[src/rtl/ntt_bfly_lanes.sv]
// ntt_bfly_lanes: LANES independent Kyber butterflies (CT, GS with halving, or
// bypass) that share one valid/mode delay line. Every sample takes the same
// fixed number of enabled cycles regardless of mode, so modes can be mixed
// back-to-back. A single enable freezes the whole pipeline, outputs included.
module ntt_bfly_lanes #(
  parameter int WID   = 12,
  parameter int Q     = 3329,
  parameter int LANES = 2
) (
  input  logic                 clk,
  input  logic                 rst,
  input  logic                 en,
  input  logic                 in_valid,
  input  logic [1:0]           mode,
  input  logic [LANES*WID-1:0] u,
  input  logic [LANES*WID-1:0] t,
  input  logic [LANES*WID-1:0] w,
  output logic                 out_valid,
  output logic [LANES*WID-1:0] s0,
  output logic [LANES*WID-1:0] s1
);

  // The multiplier is split over two ranks: the twiddle times the low and
  // high halves of the operand, then a shifted sum.
  localparam int H   = WID / 2;
  localparam int PLW = WID + H;
  localparam int PHW = 2 * WID - H;
  localparam int PW  = 2 * WID;
  // Barrett constant floor(2^(2*WID) / Q). With a shift of 2*WID the quotient
  // estimate is low by at most one, so a single conditional subtract is enough.
  localparam int MW  = 2 * WID + 1;
  localparam int FW  = PW + MW;
  localparam logic [WID:0]    QE = (WID + 1)'(Q);
  localparam logic [MW-1:0]   MU = MW'((64'd1 << PW) / 64'(Q));

  // (a + b) mod Q from a WID+1 bit sum and one conditional subtract
  function automatic logic [WID-1:0] add_mod(input logic [WID-1:0] a, input logic [WID-1:0] b);
    logic [WID:0] sum_s;
    sum_s = {1'b0, a} + {1'b0, b};
    return (sum_s >= QE) ? WID'(sum_s - QE) : WID'(sum_s);
  endfunction

  // (a - b) mod Q from a WID+1 bit difference and one conditional add
  function automatic logic [WID-1:0] sub_mod(input logic [WID-1:0] a, input logic [WID-1:0] b);
    logic [WID:0] diff_s;
    diff_s = {1'b0, a} - {1'b0, b};
    return diff_s[WID] ? WID'(diff_s + QE) : WID'(diff_s);
  endfunction

  // a * 2^-1 mod Q without a multiplier: odd values borrow one Q first
  function automatic logic [WID-1:0] halve_mod(input logic [WID-1:0] a);
    return a[0] ? WID'(({1'b0, a} + QE) >> 1) : (a >> 1);
  endfunction

  // Rank i holds the valid/mode of the sample currently in datapath rank i.
  logic [7:1] vld_r;
  logic [1:0] mode_r [1:6];
  logic       bypass2_s, ct2_s, bypass7_s, ct7_s;

  // Valid/mode delay line: shifts on en, valid bits cleared by reset
  always_ff @(posedge clk or negedge rst) begin
    if (!rst) begin
      vld_r <= 7'd0;
      for (int i = 1; i <= 6; i++) mode_r[i] <= 2'd0;
    end else if (en) begin
      vld_r     <= {vld_r[6:1], in_valid};
      mode_r[1] <= mode;
      for (int i = 2; i <= 6; i++) mode_r[i] <= mode_r[i-1];
    end
  end

  assign out_valid = vld_r[7];
  assign bypass2_s = mode_r[1][1];
  assign ct2_s     = mode_r[1][0];
  assign bypass7_s = mode_r[6][1];
  assign ct7_s     = mode_r[6][0];

  for (genvar k = 0; k < LANES; k++) begin : g_lane
    logic [WID-1:0] u1_r, t1_r, w1_r;
    logic [WID-1:0] x2_s, op2_s;
    logic [WID-1:0] x2_r, op2_r, y2_r, w2_r;
    logic [PLW-1:0] pplo3_r;
    logic [PHW-1:0] pphi3_r;
    logic [WID-1:0] x3_r, y3_r;
    logic [PW-1:0]  prod4_r;
    logic [WID-1:0] x4_r, y4_r;
    logic [FW-1:0]  full5_s;
    logic [PW-1:0]  prod5_r;
    logic [WID-1:0] qest5_r, x5_r, y5_r;
    logic [PW-1:0]  qq6_s, r6_s;
    logic [WID:0]   rem6_s;
    logic [WID-1:0] p6_s, p6_r, x6_r, y6_r;
    logic [WID-1:0] s0_s, s1_s, s0_r, s1_r;
    logic           unused_s;

    // GS pre add/sub; CT and bypass pass u/t through untouched
    always_comb begin
      x2_s  = u1_r;
      op2_s = t1_r;
      if (!bypass2_s && !ct2_s) begin
        x2_s  = add_mod(u1_r, t1_r);
        op2_s = sub_mod(u1_r, t1_r);
      end else begin
        x2_s  = u1_r;
        op2_s = t1_r;
      end
    end

    // Barrett quotient estimate from the full product
    always_comb begin
      full5_s = FW'(prod4_r) * FW'(MU);
    end

    // Barrett remainder with its single conditional subtract
    always_comb begin
      qq6_s  = PW'(qest5_r) * PW'(Q);
      r6_s   = prod5_r - qq6_s;
      rem6_s = r6_s[WID:0];
      if (rem6_s >= QE) begin
        rem6_s = rem6_s - QE;
      end else begin
        rem6_s = r6_s[WID:0];
      end
      p6_s = rem6_s[WID-1:0];
    end

    // Final stage: CT post add/sub, GS halving, or verbatim bypass
    always_comb begin
      s0_s = x6_r;
      s1_s = y6_r;
      if (bypass7_s) begin
        s0_s = x6_r;
        s1_s = y6_r;
      end else if (ct7_s) begin
        s0_s = add_mod(x6_r, p6_r);
        s1_s = sub_mod(x6_r, p6_r);
      end else begin
        s0_s = halve_mod(x6_r);
        s1_s = halve_mod(p6_r);
      end
    end

    // Bits of the wide intermediates that the result never needs
    assign unused_s = ^{full5_s[FW-1:PW+WID], full5_s[PW-1:0], r6_s[PW-1:WID+1]};

    // Lane datapath ranks 1..7; all hold while en is low
    always_ff @(posedge clk or negedge rst) begin
      if (!rst) begin
        u1_r    <= '0; t1_r <= '0; w1_r <= '0;
        x2_r    <= '0; op2_r <= '0; y2_r <= '0; w2_r <= '0;
        pplo3_r <= '0; pphi3_r <= '0; x3_r <= '0; y3_r <= '0;
        prod4_r <= '0; x4_r <= '0; y4_r <= '0;
        prod5_r <= '0; qest5_r <= '0; x5_r <= '0; y5_r <= '0;
        p6_r    <= '0; x6_r <= '0; y6_r <= '0;
        s0_r    <= '0; s1_r <= '0;
      end else if (en) begin
        u1_r    <= u[k*WID +: WID];
        t1_r    <= t[k*WID +: WID];
        w1_r    <= w[k*WID +: WID];
        x2_r    <= x2_s;
        op2_r   <= op2_s;
        y2_r    <= t1_r;
        w2_r    <= w1_r;
        pplo3_r <= PLW'(w2_r) * PLW'(op2_r[H-1:0]);
        pphi3_r <= PHW'(w2_r) * PHW'(op2_r[WID-1:H]);
        x3_r    <= x2_r;
        y3_r    <= y2_r;
        prod4_r <= PW'(pplo3_r) + (PW'(pphi3_r) << H);
        x4_r    <= x3_r;
        y4_r    <= y3_r;
        prod5_r <= prod4_r;
        qest5_r <= full5_s[PW +: WID];
        x5_r    <= x4_r;
        y5_r    <= y4_r;
        p6_r    <= p6_s;
        x6_r    <= x5_r;
        y6_r    <= y5_r;
        s0_r    <= s0_s;
        s1_r    <= s1_s;
      end
    end

    assign s0[k*WID +: WID] = s0_r;
    assign s1[k*WID +: WID] = s1_r;
  end

endmodule
[config.mk]
export PLATFORM = sky130hd
export DESIGN_NAME = ntt_bfly_lanes
export DESIGN_NICKNAME = d
export VERILOG_FILES = /design/src/rtl/ntt_bfly_lanes.sv
export SDC_FILE = /design/constraint.sdc
export NUM_CORES = 2
export LEC_CHECK = 0
export ABC_AREA = 0
export BUFFER_PORTS_ARGS = -buffer_cell sky130_fd_sc_hd__buf_2
export CORE_MARGIN = 1.5
export CORE_UTILIZATION = 65
export CTS_CLUSTER_DIAMETER = 50
export DETAILED_ROUTE_END_ITERATION = 7
export HOLD_SLACK_MARGIN = 0.06
export PLACE_DENSITY = 0.82
export SYNTH_ARGS = -nofsm -noshare
export SYNTH_HDL_FRONTEND = slang
export SYNTH_SLANG_ARGS = --single-unit
[constraint.sdc]
create_clock -name clk -period 17.2 [get_ports clk]
set_input_delay 1.72 -clock clk [delete_from_list [all_inputs] [get_ports clk]]
set_output_delay 1.72 -clock clk [all_outputs]
set_load 0.005 [all_outputs]
---- After elaboration in Yosys (flattened, before gate mapping) ----
Index checks and enable logic that the tools add are counted.
storage, ports and cells
  output and inout port bits .............. 49
  bits of input ports ..................... 78
  word-level logic and storage cells ...... 122
  bits in registers ....................... 621
cells by class
  reductions and logical operators ........ 3
  mux-type cells .......................... 26
  multipliers ............................. 8
  magnitude comparators ................... 6
  add/sub/neg operators ................... 26
operator list
  operator                  number
  $mux W12                  26
  $ge A13 B12 Y1 const B    6
  $mul A12 B6 Y18           4
  $mul A24 B13 Y36 const B  2
  $sub A12 B12 Y12 const B  6
  $add A12 B12 Y13          4
  $add A12 B12 Y13 const B  4
  $sub A12 B12 Y13          4
  $add A12 B12 Y12 const B  4
  $add A18 B24 Y24          2
  $mul A12 B12 Y13 const B  2
  $sub A13 B13 Y13          2
  $logic_not A1 Y1          2
  $logic_and A1 B1 Y1       1

---- Logic depth before layout (Yosys ltp) ----
  depth in word-level cells ............... 5
  mapped depth ............................ 21
  gate-level depth less buffers ........... 21

---- Least setup slack after synthesis ----
Ideal clock, no wire load.
  path kind ............................... register to register
  start ................................... reg g_lane[1].prod4_r[12]
  end ..................................... reg g_lane[1].qest5_r[11]
  path slack .............................. 11.758 ns
  arrival time ............................ 5.371 ns
  path buffers ............................ 0
  required time ........................... 17.129 ns
  period minus slack after synthesis ...... 5.442 ns
  stages on the path, launching flop included .. 18
  library setup time ...................... 0.071 ns
  cell sequence ........................... dfrtp_1 > fa_1 > fa_1 > fa_1 > fa_1 > inv_1 > fa_1 > inv_1 > ha_1 > a21oi_1 > o21ai_0 > a211oi_1 > a211oi_1 > a211oi_1 > a21oi_1 > a211o_1 > or4_1 > nand4_1
on the way
  cells in the longest elaborated chain, start to end .. 1
RTL lines
  what                      RTL line  RTL
  start: declaration        85        logic [PW-1:0] prod4_r;
  start signal: assignment  168       prod4_r <= PW'(pplo3_r) + (PW'(pphi3_r) << H);
  $mul A24 B13 Y36          111       full5_s = FW'(prod4_r) * FW'(MU);
  end signal: assignment    172       qest5_r <= full5_s[PW +: WID];
  end: declaration          89        logic [WID-1:0] qest5_r, x5_r, y5_r;
Every way passes these cells.
A chain may end at the register's enable or synchronous reset.

---- Worst setup path in the final report ----
  start ................................... reg g_lane[0].prod4_r[12]
  end ..................................... reg g_lane[0].qest5_r[10]
on the way
  cells in the longest elaborated chain, start to end .. 1
RTL lines
  what                      RTL line
  start: declaration        85
  start signal: assignment  168
  $mul A24 B13 Y36          111
  end signal: assignment    172
  end: declaration          89
Every way passes these cells.

==> results.md <==
- CP Capture Type: flop
- Leading post-synthesis cells by cell area: dfrtp_1, fa_1, ha_1
- Most used cell along the critical path: fa_1
- Largest net degree at the start of global routing: 210
- Async SR Flop Fraction: 1.00
- Worst-skew pair later-pin latency: 0.65 ns
- Area leader, netlist: dfrtp_1
- Slew at the pin closest to its max-slew limit: 1.11 ns
- Critical path's largest stage delay: 0.65 ns
- Top-count cell post-synth: inv_1
- Resized cells post-CTS: 0
- Drt first-iter violations: 2961
- GR Overflow Total: 0
- Mapped Cells: 5453
- Synth top area share: 0.286
- Initial Util: 0.660
- Min Tclk post-route: 6.24 ns
- Final hold vios: 0
- Startpoint Class: flop
- WS Path Type: flop to flop
- Syn Std Cell Area: 54300 µm²
- Share of cells above drive strength 1: 0.133
- Final Max Slew Viols: 0
- Max clock buf depth: 3
- Crit path max-delay cell type: fa_1
- Final Cycle Share: 0.363
- Maxcap violations: 0
- Worst EP arrival: 6.77 ns
- Num ports: 127
- Vias: 40197
- Worst hold path class: flop to flop
- First-pass GRT wire length: 217000 µm
- CP Max Fanout: 8
- Number of port buffers: 126
- CTS tree: yes
- Die area: 85400 µm²
- Synth warn: 0
- Achievable Freq: 160 MHz
- Synth cell types: 81
- Total Wirelength: 132000 µm
- Clk_skew: 0.0313 ns
- Setup violations, final: 0
- Crit-path cells: fa_1, fa_1, fa_1, fa_1, inv_1, fa_1, inv_1, ha_1, a21oi_1, o21ai_0, a2111oi_0, a21oi_1, o31ai_1, o21ai_0, xor2_1, mux2_2
- Seq/Total Area, Yosys: 0.286
- Status: finished clean
- Placed wire-length estimate: 98200 µm
- Inserted Diodes: 0
- GP Congestion: 0.927
- Wire per inst: 19.9 µm
- Post-CTS Hold Buffers: 0
- Flops & latches, synth: 621
- Unrepaired setup endpoints after global routing: false
- ANT nets after route: 0
- Clock slew seen by the registers of the worst setup and hold paths: 0.06 ns
- Tot GR Track Use: 0.315
- Area Growth Syn to Fin: 7.54%
- Die height: 292 µm
- Drt drc: 0
- Core area: 82400 µm²
- Post-synth EDFFs: 0
- Die width: 292 µm
- Number of global-route vias before repair: 41221
- Nets: 6534
- First-pass DRT Iterations: 6
- Most frequent cells after synthesis: inv_1, dfrtp_1, ha_1, fa_1, nand2_1
- H-tree depth: 3
- Root Driver: clkbuf_16
- CTS buffer count: 81
- Synth Flop Type: dfrtp_1
- DR vias/cell: 6.09
- Setup bufs post-CTS: 0
- Row cnt: 105
- Req. time, crit path: 17.73 ns
- Syn nets: 6523
- Sink Count: 621
- Synth Area per Inst: 9.97 µm²
- Setup TNS: 0 ns
- Initial antenna violation count: 2
- Worst rel slew slack: 0.259
-- critical path: cells and delay by family (launching register included) --
family,cells,cell delay (ns)
fa+ha+maj,6,2.96
buf+inv,2,0.09
compound gates,6,2.07
mux,1,0.28
xor+xnor,1,0.19
flops,1,0.54
-- flip-flops by register name, summed over array words and instances, names as in the netlist, 26 cells and up --
register	count
g_lane.pphi3_r	36
g_lane.prod4_r	48
g_lane.pplo3_r	36
g_lane.prod5_r	26
-- path summary, 6_finish.rpt --
check	from	to	slack [ns]	depth (start not counted)
min in group asynchronous	rst	g_lane[0].t1_r[5]$_DFFE_PN0P_	1.07	1
max reg2reg	g_lane[0].prod4_r[12]$_DFFE_PN0P_	g_lane[0].qest5_r[10]$_DFFE_PN0P_	10.96	16
max	g_lane[0].prod4_r[12]$_DFFE_PN0P_	g_lane[0].qest5_r[10]$_DFFE_PN0P_	10.96	16
min reg2reg	g_lane[1].pplo3_r[5]$_DFFE_PN0P_	g_lane[1].prod4_r[5]$_DFFE_PN0P_	0.49	2
min	g_lane[1].pplo3_r[5]$_DFFE_PN0P_	g_lane[1].prod4_r[5]$_DFFE_PN0P_	0.49	2
max in group asynchronous	rst	g_lane[0].prod5_r[4]$_DFFE_PN0P_	13.80	3
-- cells in the final DEF (no fill, tap or decap), drive strengths merged, types with 17 or more instances in the layout --
master  Yosys  final
a31oi      30     30
nor2      274    274
fa        440    440
nor3b      17     17
a211oi     47     47
ha        552    552
xor2       88     88
nor3       80     80
a21o       48     48
and2       92     92
mux2      402    402
and3       61     61
o211ai     37     37
nand2     438    438
mux2i      24     24
clkinv      2     25
nor2b      46     46
or3        34     34
o21bai     22     22
or2        23     23
nand3      90     90
inv       646    663
nand4      36     36
dfrtp     621    621
xnor2     214    214
buf        17    148
o21ai     258    258
o31ai      30     30
o21a       32     32
clkbuf    203    103
nand2b     33     33
a21oi     248    248
-- metal layers --
metal,GRT usage,wire length (µm),vias up
met1,0.438,57700,20075
met2,0.513,61600,1285
met4,0.0890,3530,0
met5,0,0,-
met3,0.0500,8700,234
li1,-,-,18603
-- through the flow --
stage / area (µm²) / util / hold slack, ns / std cells / setup slack [ns]
6_report: 58400 / 0.710 / 0.490 / 6602 / 10.96
2_1_floorplan: 54300 / - / 0.446 / 5453 / 11.76
5_1_grt: 58400 / 0.710 / 0.503 / 6602 / 10.56
4_1_cts: 58400 / 0.710 / 0.481 / 6602 / 11.00
3_3_place_gp: 55700 / 0.676 / 0.466 / 6451 / 11.20
3_5_place_dp: 55700 / 0.676 / 0.469 / 6451 / 11.07
-- cell families after synthesis --
logic type               count (synthesis)  share of synthesized area
AO/OA/AOI/OAI                          953                      0.114
XOR/XNOR                               302                     0.0487
adder cells (fa/ha/maj)                992                      0.289
buffers and inverters                  868                     0.0606
flip-flops                             621                      0.286
multiplexers                           426                     0.0877
AND/OR/NAND/NOR                       1291                      0.114
-- area by class of cell --
class	count	area (µm²)
multi-input combinational	3964	35500
sequential	621	15500
clock inverter	48	567
tap	1070	1340
clock buffer	103	2210
timing repair buffer	148	841
inverter	648	2430
fill	5775	23900
Power is not shown: default switching activity piles up to over one toggle a cycle in this logic, so the estimate is an artifact.
